**src/rtl/debouncer_pkg.sv**
```systemverilog
// Shared io_circuits constants: default sample/qualify counts for the
// 125 MHz board clock and a counter-width helper used by the debouncer
// and by other slow-sampled IO blocks.
package debouncer_pkg;

  // 25000 cycles = 200 us between samples at 125 MHz.
  localparam int SAMPLE_COUNT_MAX = 25000;
  // 150 consecutive high samples = 30 ms of stable level.
  localparam int PULSE_COUNT_MAX  = 150;

  // Bits needed to count 0..n-1, never less than one so that a
  // degenerate count of 1 still yields a legal vector.
  function automatic int cnt_width(input int n);
    return (n > 1) ? $clog2(n) : 1;
  endfunction

endpackage

```
**src/rtl/sample_pulse_gen.sv**
```systemverilog
// Free-running divider producing a one-cycle sample strobe every
// sample_count_max clocks. Shared by slow-sampled IO filters.
module sample_pulse_gen
  import debouncer_pkg::*;
#(
  parameter int sample_count_max = SAMPLE_COUNT_MAX
) (
  input  logic clk,
  input  logic rst_n,
  output logic sample_pulse
);

  localparam int             CW   = cnt_width(sample_count_max);
  localparam logic [CW-1:0] LAST = CW'(sample_count_max - 1);

  logic [CW-1:0] count;

  // Count 0..sample_count_max-1 and wrap; a max of 1 pins count at 0.
  always_ff @(posedge clk or negedge rst_n) begin
    // NOTE: non-blocking assignments keep every register updating from
    // pre-edge values, so readers elsewhere never see a half-updated state.
    if (!rst_n) begin
      count <= '0;
    end else if (count == LAST) begin
      count <= '0;
    end else begin
      count <= count + CW'(1);
    end
  end

  // Decoded straight from the counter register: one cycle per period.
  assign sample_pulse = (count == LAST);

endmodule

```
**src/rtl/debouncer.sv**
```systemverilog
// Debouncer for already-synchronized inputs. All bits share one sample
// strobe; each bit owns a saturating counter of consecutive high samples
// and its output asserts once that count reaches pulse_count_max. A single
// low sample clears the count (no release filtering).
// Optional build macro DEBOUNCER_RISE_PULSE_EN adds rise_pulse, a one-cycle
// strobe on each 0->1 transition of debounced_signal.
module debouncer
  import debouncer_pkg::*;
#(
  parameter int width            = 1,
  parameter int sample_count_max = SAMPLE_COUNT_MAX,
  parameter int pulse_count_max  = PULSE_COUNT_MAX
) (
  input  logic             clk,
  input  logic             rst_n,
  input  logic [width-1:0] glitchy_signal,
  output logic [width-1:0] debounced_signal
`ifdef DEBOUNCER_RISE_PULSE_EN
  ,
  output logic [width-1:0] rise_pulse
`endif
);

  localparam int             PW   = cnt_width(pulse_count_max + 1);
  localparam logic [PW-1:0] PMAX = PW'(pulse_count_max);

  logic sample_pulse;

  sample_pulse_gen #(
    .sample_count_max(sample_count_max)
  ) u_sample_pulse_gen (
    .clk         (clk),
    .rst_n       (rst_n),
    .sample_pulse(sample_pulse)
  );

  for (genvar i = 0; i < width; i++) begin : g_bit
    logic [PW-1:0] sat_count;

    // On each sample: count consecutive highs up to PMAX, clear on a low.
    always_ff @(posedge clk or negedge rst_n) begin
      if (!rst_n) begin
        sat_count <= '0;
      end else if (sample_pulse) begin
        if (!glitchy_signal[i]) begin
          sat_count <= '0;
        end else if (sat_count != PMAX) begin
          sat_count <= sat_count + PW'(1);
        end
      end
    end

    // NOTE: a pure compare of a register is glitch-free and cannot form a
    // latch; the async reset of sat_count clears the output immediately.
    assign debounced_signal[i] = (sat_count == PMAX);
  end

`ifdef DEBOUNCER_RISE_PULSE_EN
  logic [width-1:0] debounced_q;

  // Remember last cycle's outputs to detect the first high cycle.
  always_ff @(posedge clk or negedge rst_n) begin
    if (!rst_n) begin
      debounced_q <= '0;
    end else begin
      debounced_q <= debounced_signal;
    end
  end

  assign rise_pulse = debounced_signal & ~debounced_q;
`endif

endmodule

```
**config.mk**
```make
export PLATFORM = sky130hd
export DESIGN_NAME = debouncer
export DESIGN_NICKNAME = d
export VERILOG_FILES = /design/src/rtl/debouncer_pkg.sv /design/src/rtl/sample_pulse_gen.sv /design/src/rtl/debouncer.sv
export SDC_FILE = /design/constraint.sdc
export NUM_CORES = 1
export LEC_CHECK = 0
export BUFFER_PORTS_ARGS = -buffer_cell sky130_fd_sc_hd__buf_2
export CAP_MARGIN = 20
export CORE_MARGIN = 5
export CORE_UTILIZATION = 50
export DETAILED_ROUTE_END_ITERATION = 8
export PLACE_DENSITY_LB_ADDON = 0.3
export SKIP_LAST_GASP = 1
export SYNTH_ARGS = -nofsm -noshare
export SYNTH_HDL_FRONTEND = slang
export SYNTH_SLANG_ARGS = --single-unit
```
**constraint.sdc**
```tcl
create_clock -name clk -period 5.7 [get_ports clk]
set_clock_uncertainty 0.2 [all_clocks]
set_input_delay 0.855 -clock clk [delete_from_list [all_inputs] [get_ports clk]]
set_output_delay 0.855 -clock clk [all_outputs]
set_load 0.01 [all_outputs]
```
==> impl_metrics.json <==
{
  "multi_input_combinational_cell_area_um2": 608,
  "clk-insertion-delay-late_ns": 0.31,
  "min_delay_path_depth": 1,
  "path_max_fanout": 5,
  "grt_pass1_wl_um": 3930,
  "crit_path_end_kind": "primary output",
  "timing.critical_path.slowest_stage_cell": "dfrtp_1",
  "grt_overflow_total": 0,
  "worst_hold_path.endpoint": "u_sample_pulse_gen.count[0]$_DFF_PN0_",
  "worst_ep_required_time_ns": 4.64,
  "design.final.nets": 127,
  "dominant_cell_type_by_area_after_synthesis": "dfrtp_1",
  "fin_tns_setup_ns": 0,
  "die_area_um2": 3500,
  "via_total_after_detailed_routing": 878,
  "cts.sinks": 23,
  "detail_route.wirelength.met1_um": 1160,
  "grt_setup_unrepaired": "no",
  "synth_top_area_share_pct": 47.6,
  "met2_wirelength_um": 917,
  "cts_buffers": 3,
  "synth.ff_latch_count": 23,
  "slowest_delay_ns": 0.45,
  "status": "finished clean",
  "leading_cell_type_by_number_of_instances_after_synthesis": "dfrtp_1",
  "synth_ff_type": "dfrtp_1",
  "critical_path.reg2reg.endpoint": "g_bit[0].sat_count[4]$_DFFE_PN0P_",
  "detail_route.wirelength_um": 2170,
  "cts_htree_levels": 1,
  "worst_path_dominant_cell_family": "flip-flops",
  "wl_met3_um": 51,
  "starting_density_of_the_core_pct": 53.7,
  "async_reset_ff_share_pct": 100,
  "grt_util_all_layers_pct": 14.7,
  "synthesis.nets": 121,
  "design.portCount": 4,
  "drt_pre_antenna_iters": 4,
  "slew-limit-headroom_pct": 62.9,
  "cts.repair.resized": 0,
  "synth.cells.most_frequent": "dfrtp_1, nor2_1, o21ai_0",
  "pwr_density_cell_nw_per_um2": 194,
  "timing_max_transition_violations_final": 0,
  "post_synth_instance_area_um2": 1210,
  "max-vdd-ir-drop_uv": 96.1,
  "cts-hold-fix-buffers": 0,
  "routed_wire_length_per_instance_um": 14.6,
  "syn_area_per_cell_um2": 10.5,
  "core.rowCount": 17,
  "avgViaCountPerCell": 5.93,
  "coreArea_um2": 2250,
  "finalCriticalPeriod_ns": 2.63,
  "routabilityCongestion": 0.775,
  "cp_data_arrival_time_ns": 1.58,
  "setup.reg_to_reg.worst_slack_ns": 3.23,
  "clockBufferDepth": 2,
  "seqCellArea_um2": 576,
  "post-place-ws_ns": 3.24,
  "tightestPinTransition_ns": 0.553,
  "cts_root_buf": "clkbuf_4",
  "crit_path_cell_trace": "inv_1, ha_1, nand4bb_1, nor2_1, buf_2",
  "layout-area-overhead-vs-synth_pct": 5.17,
  "number_of_synthesized_flops_with_an_enable_pin": 0,
  "top_cells_by_area_in_the_synthesized_netlist": "dfrtp_1, xor2_1, o21ai_0",
  "post-route-period-util_pct": 46.1,
  "min_from": "u_sample_pulse_gen.count[0]$_DFF_PN0_",
  "max_freq_mhz": 380,
  "drc": 0,
  "post_synth_inst_count": 115,
  "largest_net_degree_at_the_start_of_global_routing": 24,
  "power.leakage_nw": 0.534,
  "die_w_um": 59.2,
  "synth.lib_cells_used.distinct": 37,
  "setup_viol": 0,
  "synth.yosys.warnings": 0,
  "die_h_um": 59.2,
  "post_cts.repair.setup_buffers": 0,
  "layout_cell_share_with_drive_strength_beyond_1_pct": 12.5,
  "cts_tree": "done",
  "first_global_vias": 849,
  "worst-r2r-cell-count": 4,
  "report.final.hold_viol_count": 0,
  "postRouteAntennaNets": 0,
  "worst_setup_hold_path_clk_slew_ns": 0.12,
  "min_path_type": "reg2reg",
  "antenna_found_initial": 0,
  "initialDrtViolationCount": 26,
  "post_route_utilization_pct": 56.4,
  "critPathBufInv": 2,
  "filler_cell_count": 208,
  "r2r_start": "u_sample_pulse_gen.count[11]$_DFF_PN0_",
  "worst_setup_path_start_kind": "flip-flop",
  "path_type_of_the_worst_setup_path": "reg2out",
  "synth_seq_area_share_pct": 47.6,
  "setup_ws_ns": 3.07,
  "io_buffers": 3,
  "place_hpwl_um": 1500,
  "dr.max_layer_used": "met4",
  "max-cap-violations": 0,
  "antenna-diode-count": 0
}
## worst register-to-register path: stages (launching register included)
cell and delay [ns]:
dfrtp_1 0.45, or4b_4 0.55, nor4_4 0.55, nand3b_1 0.33, o31ai_1 0.29
## metrics by stage
| stage | hold slack, ns | instance area [um^2] | total power, mW | instances |
|---|---|---|---|---|
| final | 0.276 | 1270 | 0.247 | 148 |
| after global routing | 0.302 | 1270 | 0.262 | 148 |
| after CTS | 0.281 | 1270 | 0.251 | 148 |
| after detailed placement | 0.263 | 1240 | 0.175 | 144 |
| after global placement | 0.261 | 1240 | 0.174 | 144 |
| after floorplan | 0.233 | 1210 | 0.170 | 115 |
## report_power, final
part	internal, mW	switching (mW)	leakage [nW]
clock	0.0262	0.0496	0.0177
sequential	0.163	0.000575	0.299
combinational	0.00233	0.00477	0.217
total	0.192	0.0550	0.534
## cells in the final DEF (no fill, tap or decap), types with 2 or more instances in the layout
cell / netlist / final
dfrtp_1: 23 / 23
nor2_1: 9 / 9
o21ai_0: 8 / 8
nand3_1: 7 / 7
nand2_1: 6 / 6
xor2_1: 6 / 6
xnor2_1: 4 / 4
nand4_1: 3 / 3
inv_1: 3 / 3
nor3_1: 3 / 3
or3_1: 3 / 3
a21oi_1: 3 / 3
o31ai_1: 3 / 3
and2_1: 3 / 3
ha_1: 3 / 3
clkbuf_4: 0 / 3
buf_2: 0 / 3
nor4_1: 2 / 2
or4b_4: 2 / 2
and4_1: 2 / 2
nand3b_1: 2 / 2
a21boi_0: 2 / 2
nor4b_1: 2 / 2
## registers in the layout, summed over array words and instances (netlist names)
register,flops
g_bit.sat_count,8
u_sample_pulse_gen.count,15
## per-layer routing
layer  global-route usage [%]  up-vias
met2                     20.3        8
li1                         -      430
met4                     6.80        0
met1                     22.1      436
met3                     2.61        4
met5                        0        -
## cell type report
type / count / share of cell area (%)
clock buffers: 3 / 1.77
well taps: 28 / 2.75
inverters: 3 / 0.885
clock inverters: 1 / 0.393
flip-flops and latches: 23 / 45.2
repair buffers: 3 / 1.18
multi-input cells: 87 / 47.8
## how the worst max path moves through the flow
stage / cells past startpoint / end / start / slack, ns
after floorplan: 5 / g_bit[0].sat_count[1]$_DFFE_PN0P_ / u_sample_pulse_gen.count[11]$_DFF_PN0_ / 3.34
after global placement: 4 / g_bit[0].sat_count[5]$_DFFE_PN0P_ / u_sample_pulse_gen.count[11]$_DFF_PN0_ / 3.34
after detailed placement: 4 / g_bit[0].sat_count[4]$_DFFE_PN0P_ / u_sample_pulse_gen.count[11]$_DFF_PN0_ / 3.24
after CTS: 5 / debounced_signal / g_bit[0].sat_count[0]$_DFFE_PN0P_ / 3.05
after global routing: 5 / debounced_signal / g_bit[0].sat_count[0]$_DFFE_PN0P_ / 2.90
final: 5 / debounced_signal / g_bit[0].sat_count[0]$_DFFE_PN0P_ / 3.07
## logic make-up (layout without fill, tap and decap cells)
family          after synthesis  after routing  share of synthesized area [%]
compound gates               20             20                           10.5
xor+xnor                     10             10                           7.24
fa+ha+maj                     3              3                           3.10
buf+inv                       5             10                           2.17
flops                        23             23                           47.6
mux                           2              2                           1.76
simple gates                 52             52                           27.6
Note: power is estimated with default switching activity, not from simulation.
